==> config.mk <==
export PLATFORM = sky130hd
export DESIGN_NAME = uart_echo_master
export DESIGN_NICKNAME = d
export VERILOG_FILES = /design/src/rtl/uart_echo_master.sv
export SDC_FILE = /design/constraint.sdc
export NUM_CORES = 1
export LEC_CHECK = 0
export ABC_AREA = 1
export BUFFER_PORTS_ARGS = -buffer_cell sky130_fd_sc_hd__buf_2
export CAP_MARGIN = 10
export CORE_MARGIN = 5
export CORE_UTILIZATION = 46
export CTS_CLUSTER_DIAMETER = 50
export DETAILED_ROUTE_END_ITERATION = 16
export HOLD_SLACK_MARGIN = 0.06
export PLACE_DENSITY = 0.77
export SLEW_MARGIN = 20
export SYNTH_ARGS = -nofsm -noshare
export SYNTH_HDL_FRONTEND = slang
export SYNTH_SLANG_ARGS = --single-unit
==> constraint.sdc <==
create_clock -name clk -period 1.4 [get_ports clk]
set_input_delay 0.28 -clock clk [delete_from_list [all_inputs] [get_ports clk]]
set_output_delay 0.28 -clock clk [all_outputs]
set_load 0.01 [all_outputs]
==> src/rtl/uart_echo_master.sv <==
// uart_echo_master: local-bus initiator that polls the UART control block and
// echoes every received byte back to the transmitter.
//
// Handshake: a bus cycle is one ADDR cycle (cs_=0, as_=0) followed by WAIT
// cycles (cs_=0, as_=1) until rdy_=0 is sampled on a rising edge; that edge
// ends the cycle and captures rd_data. rdy_ is ignored outside WAIT. At least
// one idle cycle (cs_=1) always separates two bus cycles.
module uart_echo_master #(
    parameter int unsigned POLL_GAP = 4,
    parameter int unsigned TIMEOUT  = 15
) (
    input  logic        clk,
    input  logic        reset,
    input  logic        enable,
    output logic        cs_,
    output logic        as_,
    output logic        rw,
    output logic        addr,
    output logic [31:0] wr_data,
    input  logic [31:0] rd_data,
    input  logic        rdy_,
    output logic [7:0]  echo_cnt,
    output logic [7:0]  last_byte,
    output logic        bus_err
);

    typedef enum logic [2:0] {
        ST_IDLE, ST_POLL, ST_RXCLR, ST_RDDAT, ST_TXCHK, ST_TXWR, ST_GAP
    } state_t;

    // Bus phase of the current step; PH_IDLE covers separator and gap cycles.
    typedef enum logic [1:0] {
        PH_IDLE, PH_ADDR, PH_WAIT
    } phase_t;

    localparam logic [7:0] GAP_LAST = 8'(POLL_GAP - 1);
    localparam logic [7:0] TO_LAST  = 8'(TIMEOUT - 1);

    state_t     state_q, state_d;
    phase_t     phase_q, phase_d;
    logic [7:0] idle_cnt_q, idle_cnt_d;
    logic [7:0] wait_cnt_q, wait_cnt_d;
    logic       tx_int_q, tx_int_d;
    logic [7:0] byte_q, byte_d;
    logic [7:0] echo_cnt_q, echo_cnt_d;
    logic [7:0] last_byte_q, last_byte_d;
    logic       bus_err_q, bus_err_d;
    logic       active;

    // Upper read-data bits carry nothing this master needs.
    logic unused_rd;
    assign unused_rd = ^rd_data[31:8];

    // State and datapath registers with synchronous reset.
    always_ff @(posedge clk) begin
        if (reset) begin
            state_q     <= ST_IDLE;
            phase_q     <= PH_IDLE;
            idle_cnt_q  <= '0;
            wait_cnt_q  <= '0;
            tx_int_q    <= 1'b0;
            byte_q      <= '0;
            echo_cnt_q  <= '0;
            last_byte_q <= '0;
            bus_err_q   <= 1'b0;
        end else begin
            state_q     <= state_d;
            phase_q     <= phase_d;
            idle_cnt_q  <= idle_cnt_d;
            wait_cnt_q  <= wait_cnt_d;
            tx_int_q    <= tx_int_d;
            byte_q      <= byte_d;
            echo_cnt_q  <= echo_cnt_d;
            last_byte_q <= last_byte_d;
            bus_err_q   <= bus_err_d;
        end
    end

    // Next-state logic: sequence step, bus phase, idle and timeout counters.
    always_comb begin
        state_d     = state_q;
        phase_d     = phase_q;
        idle_cnt_d  = idle_cnt_q;
        wait_cnt_d  = wait_cnt_q;
        tx_int_d    = tx_int_q;
        byte_d      = byte_q;
        echo_cnt_d  = echo_cnt_q;
        last_byte_d = last_byte_q;
        bus_err_d   = bus_err_q;
        case (phase_q)
            PH_IDLE: begin
                if (state_q == ST_IDLE) begin
                    if (enable) begin
                        state_d = ST_POLL;
                        phase_d = PH_ADDR;
                    end
                end else if (idle_cnt_q != 8'd0) begin
                    idle_cnt_d = idle_cnt_q - 8'd1;
                end else if (state_q == ST_GAP) begin
                    if (enable) begin
                        state_d = ST_POLL;
                        phase_d = PH_ADDR;
                    end else begin
                        state_d = ST_IDLE;
                    end
                end else begin
                    phase_d = PH_ADDR;
                end
            end
            PH_ADDR: begin
                phase_d    = PH_WAIT;
                wait_cnt_d = '0;
            end
            PH_WAIT: begin
                if (!rdy_) begin
                    // Cycle complete: one separator cycle unless overridden.
                    phase_d    = PH_IDLE;
                    idle_cnt_d = '0;
                    wait_cnt_d = '0;
                    case (state_q)
                        ST_POLL: begin
                            tx_int_d = rd_data[1];
                            if (rd_data[0]) begin
                                state_d = ST_RXCLR;
                            end else begin
                                state_d    = ST_GAP;
                                idle_cnt_d = GAP_LAST;
                            end
                        end
                        ST_RXCLR: state_d = ST_RDDAT;
                        ST_RDDAT: begin
                            byte_d  = rd_data[7:0];
                            state_d = ST_TXCHK;
                        end
                        ST_TXCHK: begin
                            if (rd_data[3]) begin
                                idle_cnt_d = GAP_LAST;
                            end else begin
                                state_d = ST_TXWR;
                            end
                        end
                        ST_TXWR: begin
                            echo_cnt_d  = echo_cnt_q + 8'd1;
                            last_byte_d = byte_q;
                            state_d     = ST_GAP;
                            idle_cnt_d  = GAP_LAST;
                        end
                        default: state_d = ST_IDLE;
                    endcase
                end else if (wait_cnt_q == TO_LAST) begin
                    // Slave never answered: abandon the sequence.
                    bus_err_d  = 1'b1;
                    state_d    = ST_GAP;
                    phase_d    = PH_IDLE;
                    idle_cnt_d = GAP_LAST;
                    wait_cnt_d = '0;
                end else begin
                    wait_cnt_d = wait_cnt_q + 8'd1;
                end
            end
            default: phase_d = PH_IDLE;
        endcase
    end

    // Bus outputs decoded from the registered step and phase.
    always_comb begin
        active  = (phase_q != PH_IDLE);
        cs_     = !active;
        as_     = (phase_q != PH_ADDR);
        rw      = !(active && (state_q == ST_RXCLR || state_q == ST_TXWR));
        addr    = active && (state_q == ST_RDDAT || state_q == ST_TXWR);
        wr_data = '0;
        if (active && state_q == ST_RXCLR) wr_data = {30'b0, tx_int_q, 1'b0};
        if (active && state_q == ST_TXWR)  wr_data = {24'b0, byte_q};
    end

    assign echo_cnt  = echo_cnt_q;
    assign last_byte = last_byte_q;
    assign bus_err   = bus_err_q;

endmodule

==> run metrics, run 1 <==
FF-to-FF Start phase_q[0]; Compound-Gate Fraction of Synth Area 14.63%; die area 7465 um^2; Synth Area in XOR/XNOR 1.957%; largest net degree at the start of global routing 22; CTS Hold Buffers Added 0; Area Overhead vs Synth 46.60%; final setup violation count 48; RSZ-0062 raised after global routing true; DP Wirelength 4671 um; total track usage a little under a fifth; Pins Over Slew Limit 0; adder-cell share of the synthesized area 4.194%; Synth Area per Inst 6.885 um^2; Final Cycle Share 120.0%; Critical Path Fanout Max 7; global-route wire length before repair 11,430 um; outcome finished with violations; Initial Util roughly 48%; multiplexer share of the synthesized area 0%; Syn. warnings 0; r2r worst-path depth 10; Pwr Total 6.038 mW; setup TNS -7.925 ns; DRT iter0 DRCs 98; fraction of layout cells with a size suffix above 1 46.78%; most frequent cells in the layout nand2_1 (57), nor2_1 (42), buf_4 (40); largest family of logic cells by synthesized area simple AND/OR/NAND/NOR gates; post-synthesis simple-gate area fraction 28.29%; TritonCTS clock tree yes; DRC viols 0; residual overflow from global routing 0; height of the die 86.40 um; H-Tree Depth 2; wire length per cell between 10 and 15 um; worst setup path start state_q[0]; CTS Sinks 47; Yosys reg bits 47; cell area after synthesis 2685 um^2; Yosys cell types 33; Cell Pwr Density 1534 nW/um^2; crit path launch type flop; CP delay by family, top simple AND/OR/NAND/NOR gates; Fin Hold WS 0.2269 ns; post-route cell area 3936 um^2; TritonRoute pass-1 iters 4; antenna-violating nets left 0; critical path cell sequence inv_4 > nor2_4 > nand2_4 > nor2_4 > inv_6 > nor2_4 > buf_6; I/O pin cnt 89; CP max-delay cell dfxtp_4; via count between 2,000 and 3,000; CP Capture Point wr_data[7]; CP endpoint kind output pin; leakage 1.802 nW; initial antenna violation count 0; DRT Wirelength between 7000 and 8000 um; Setup CP Type flop to output pin; crit path time final 1.679 ns; Layout fillers 407; CP Buf/Inv Count 3; Die X 86.40 um; RR Endpoint echo_cnt[2]; worst endpoint required time 1.12 ns; Peak VDD IR 0.001169 V; violated checks negative setup slack; Port Buffers 40; CP arrival 1.40 ns; sequential share of the synthesized area 35.04%; Hold Crit Class primary input to flop; vias per inst 4.989; Crit. path cell count 7; core outline area 5574 um^2; number of global-route vias before repair 2,693; Placed Area 3138 um^2; Layout Nets ~530; clk root buf clkbuf_8; RePlAce Congestion 0.8543; Clock Skew between 0.008 and 0.009 ns; clock latency on the worst-skew pair 0.32 ns; row cnt 27; commonest non-fill, non-tap cell in the layout nand2_1; setup ws final -0.2794 ns; CTS clk-pin slew, worst paths ~0.090 ns; number of buffers created by CTS 5; R2R setup slack -0.22 ns; Max Cap Viol 0; Worst path most repeated cell nor2_4; Final Hold Vio Count 0; Antenna diodes 0; Cells after Synth 390; fmax 0.5954 GHz; Slowest Stage Delay on Critical Path 0.39 ns; clk buf depth 2
==> flip-flops by register name, summed over array words and instances (netlist names), 2 cells and up <==
signal / flops
byte_q: 8
echo_cnt: 8
idle_cnt_q: 8
wait_cnt_q: 8
phase_q: 2
state_q: 3
last_byte: 8
==> kinds of logic (layout without fill, tap and decap cells) <==
| kind of cell | after synthesis | after routing |
|---|---|---|
| and+or+nand+nor | 171 | 171 |
| buffers and inverters | 82 | 150 |
| xor gates and xnor gates | 6 | 6 |
| other | 1 | 24 |
| DFF | 47 | 47 |
| adders and majority gates | 9 | 9 |
| AOI/OAI and AO/OA | 74 | 74 |
==> cell usage after synthesis <==
| cell type | n | area share (%) |
|---|---|---|
| o211ai_1 | 1 | 0.28 |
| or2_2 | 1 | 0.23 |
| nand2_2 | 4 | 0.93 |
| clkbuf_1 | 4 | 0.56 |
| nor2_2 | 3 | 0.70 |
| nor3b_1 | 1 | 0.28 |
| a31o_2 | 1 | 0.33 |
| buf_4 | 26 | 7.3 |
| nor2_4 | 5 | 2.1 |
| buf_2 | 2 | 0.37 |
| xnor2_1 | 4 | 1.3 |
| nor3b_2 | 2 | 0.93 |
| nor3_2 | 1 | 0.37 |
| o21ai_1 | 3 | 0.56 |
| a21oi_1 | 38 | 7.1 |
| nand4_1 | 3 | 0.70 |
| and3_1 | 1 | 0.23 |
| nor2_1 | 57 | 8.0 |
| a22o_1 | 1 | 0.33 |
| buf_6 | 2 | 0.84 |
| nor3_1 | 2 | 0.37 |
| nand2_1 | 75 | 10 |
| o21ai_2 | 2 | 0.65 |
| inv_1 | 44 | 6.2 |
| xor2_1 | 2 | 0.65 |
| a211oi_1 | 1 | 0.28 |
| conb_1 | 1 | 0.14 |
| inv_2 | 4 | 0.56 |
| o21ai_0 | 26 | 4.8 |
| ha_1 | 9 | 4.2 |
| nand3_1 | 16 | 3.0 |
| o21bai_1 | 1 | 0.28 |
| dfxtp_1 | 47 | 35 |
==> repair_timing <==
item,in CTS,in global routing
pin swaps,27,42
endpoints found under the setup margin,43,52
setup buffers,15,11
gates cloned,1,0
gates resized for setup,71,90
==> how the worst min path moves through the flow <==
stage                             end       start  cells past startpoint  slack (ns)
after floorplan           echo_cnt[2]       reset                      1        0.35
after global placement       tx_int_q    tx_int_q                      2        0.46
after detailed placement     tx_int_q    tx_int_q                      2        0.47
after CTS                   byte_q[1]  rd_data[1]                      3        0.22
after global routing        byte_q[5]  rd_data[5]                      3        0.23
final                       byte_q[5]  rd_data[5]                      3        0.23
==> layout make-up <==
type,count,area (um^2),share of cell area (%)
multi-input combinational,284,1846,46.88
sequential,47,955.9,24.28
timing repair buffer,94,718.2,18.25
inverter,48,205.2,5.213
tap,72,90.09,2.289
clock buffer,6,82.58,2.098
clock inverter,2,38.79,0.9854
==> metal layers <==
metal  global-route usage (%)  vias up  wire length, um
met5                        0        -                0
met4                    8.499        0              342
met3                    5.038       31              490
met2                    34.42       92             3867
met1                    20.24     1271             2853
li1                         -     1365                -
==> tightest hold or removal path, cell delays in order <==
cell and delay [ns]:
buf_2 0.09, o21ai_2 0.05, a21oi_1 0.09
==> where the power goes <==
group / switching [mW] / leakage, nW / internal (mW)
sequential: 0.136 / 0.385 / 1.49
combinational: 1.92 / 1.36 / 1.41
clock: 0.492 / 0.0618 / 0.588
==> per-stage QoR <==
step	setup slack, ns	std cells	utilization [%]
after floorplan	-0.03781	413	-
after global placement	-0.08368	522	56.30
after detailed placement	-0.1429	522	56.30
after CTS	-0.2764	545	64.69
after global routing	-0.3494	553	70.62
final	-0.2794	553	70.62
No activity file was read; power rests on OpenSTA's default activity.
==> run 2: changes to the inputs <==
Settings changed: CELL_PAD_IN_SITES_DETAIL_PLACEMENT set to 0, CELL_PAD_IN_SITES_GLOBAL_PLACEMENT set to 1, CORE_UTILIZATION 46 to 31, CTS_CLUSTER_SIZE set to 24, PLACE_DENSITY 0.77 to unset, PLACE_DENSITY_LB_ADDON set to 0.1.
==> run metrics, run 2 (synthesis results as in run 1) <==
outcome finished with violations; violated checks negative setup slack; DP Wirelength 5112 um; leakage 1.860 nW; Layout Nets ~540; core outline area about 8600 um^2; CP arrival roughly 1.4 ns; DRT iter0 DRCs 74; Cell Pwr Density 1479 nW/um^2; Hold EP byte_q[6]; DRC viols 0; Slowest Stage Delay on Critical Path 0.36 ns; CTS Sinks 47; Die X 103.1 um; height of the die between 100 and 150 um; Clock Skew 0.01074 ns; Area Overhead vs Synth 51.40%; number of buffers created by CTS 5; H-Tree Depth 2; CP Buf/Inv Count 3; hold_sp rd_data[6]; Post-Route M1 WL ~3300 um; TritonRoute pass-1 iters 4; row cnt 34; critical path cell sequence inv_4 > ha_4 > nor2_4 > inv_6 > nor2_4 > buf_6; register area 952.2 um^2; clk root buf clkbuf_8; global-route wire length before repair 12,090 um; top layer in use met4; Placed Area 3266 um^2; I/O pin cnt 89; Crit. path cell count 6; most frequent cells in the layout nand2_1 (55), buf_4 (50), nor2_1 (43); initial antenna violation count 0; number of global-route vias before repair approximately 2,600; footprint of the multi-input gates 1823 um^2; Fin Hold WS 0.2288 ns; Peak VDD IR 0.0006338 V; fin util 47.31%; worst endpoint required time about 1.1 ns; final setup violation count 47; wire length per cell approximately 12 um; Pins Over Slew Limit 0; CP endpoint kind output pin; vias per inst 4.444; Hold Crit Class primary input to flop; DR WL met2 ~3800 um; antenna-violating nets left 0; crit path time final 1.659 ns; setup ws final -0.2586 ns; post-route cell area 4065 um^2; RR Endpoint state_q[0]; CTS Hold Buffers Added 0; Hold Path Cell Cnt 3; fmax 0.6029 GHz; clk buf depth 2; crit path launch type flop; CP delay by family, top flip-flops; Port Buffers 40; FF-to-FF Start phase_q[1]; Setup CP Type flop to output pin; Final Cycle Share 118.5%; residual overflow from global routing 0; total track usage 14.16%; largest net degree at the start of global routing 17; Initial Util 31.25%; TritonCTS clock tree yes; Antenna diodes 0; commonest non-fill, non-tap cell in the layout nand2_1; r2r worst-path depth 12; Layout fillers about 860; CP max-delay cell dfxtp_2; DRT Wirelength approximately 7400 um; CTS clk-pin slew, worst paths roughly 0.10 ns; met3 WL post-DR 245 um; Final Hold Vio Count 0; clock latency on the worst-skew pair about 0.31 ns; R2R setup slack -0.21 ns; via count roughly 2,700; Critical Path Fanout Max 7; fraction of layout cells with a size suffix above 1 46.46%; die area about 11,000 um^2; Worst path most repeated cell nor2_4; RSZ-0062 raised after global routing true; Max Cap Viol 0; RePlAce Congestion 0.7669
[run 2: changes by cell type in the layout (fill, tap and decap cells not counted), sizes merged]
cell,change
bufinv,-1
clkinv,+2
buf,+14
clkbuf,-1
[run 2: cell type report]
cell class	count	area share (%)
Clock buffer	5	1.693
Clock inverter	3	0.5540
Inverter	48	4.986
Multi-Input combinational cell	284	44.84
Sequential cell	47	23.42
Tap cell	108	3.324
Timing Repair Buffer	108	21.18
[run 2: per-stage QoR]
step / setup TNS [ns] / total power, mW / instances / setup slack, ns
after detailed placement: -3.351 / 3.968 / 569 / -0.1595
final: -6.609 / 6.013 / 603 / -0.2586
after global routing: -10.94 / 6.494 / 603 / -0.3347
after CTS: -3.941 / 5.419 / 591 / -0.2568
after global placement: -2.705 / 3.954 / 569 / -0.1257
after floorplan: -0.1683 / 3.279 / 413 / -0.03781
[run 2: layer usage]
layer  GRT usage (%)  vias up
li1                -     1396
met2           24.81       33
met1           17.92     1246
met5               0        -
met4           3.486        0
met3           2.571        5
[run 2: what timing repair did]
item / 4_1_cts / 5_1_grt
cloned: 1 / 0
endpoints found under the setup margin: 47 / 53
setup buffers: 14 / 13
gates resized for setup: 82 / 68
pin swaps: 31 / 24
[run 2: power breakdown]
| part | leakage (nW) | internal, mW | switching, mW |
|---|---|---|---|
| sequential | 0.383 | 1.48 | 0.0969 |
| clock | 0.0485 | 0.360 | 0.531 |
| combinational | 1.43 | 1.62 | 1.92 |
[run 2: worst min-delay path: cells and delay by family]
kind	cells	cell delay [ns]
buffers and inverters	1	0.08
AOI/OAI and AO/OA	2	0.14
[run 2: worst max path at each step]
stage,from,to,slack [ns]
floorplan,phase_q[1],wait_cnt_q[7],-0.04
global placement,phase_q[1],wait_cnt_q[7],-0.13
detailed placement,phase_q[0],last_byte[0],-0.16
CTS,state_q[1],wr_data[0],-0.26
global route,phase_q[0],wr_data[0],-0.33
finish,phase_q[0],wr_data[3],-0.26
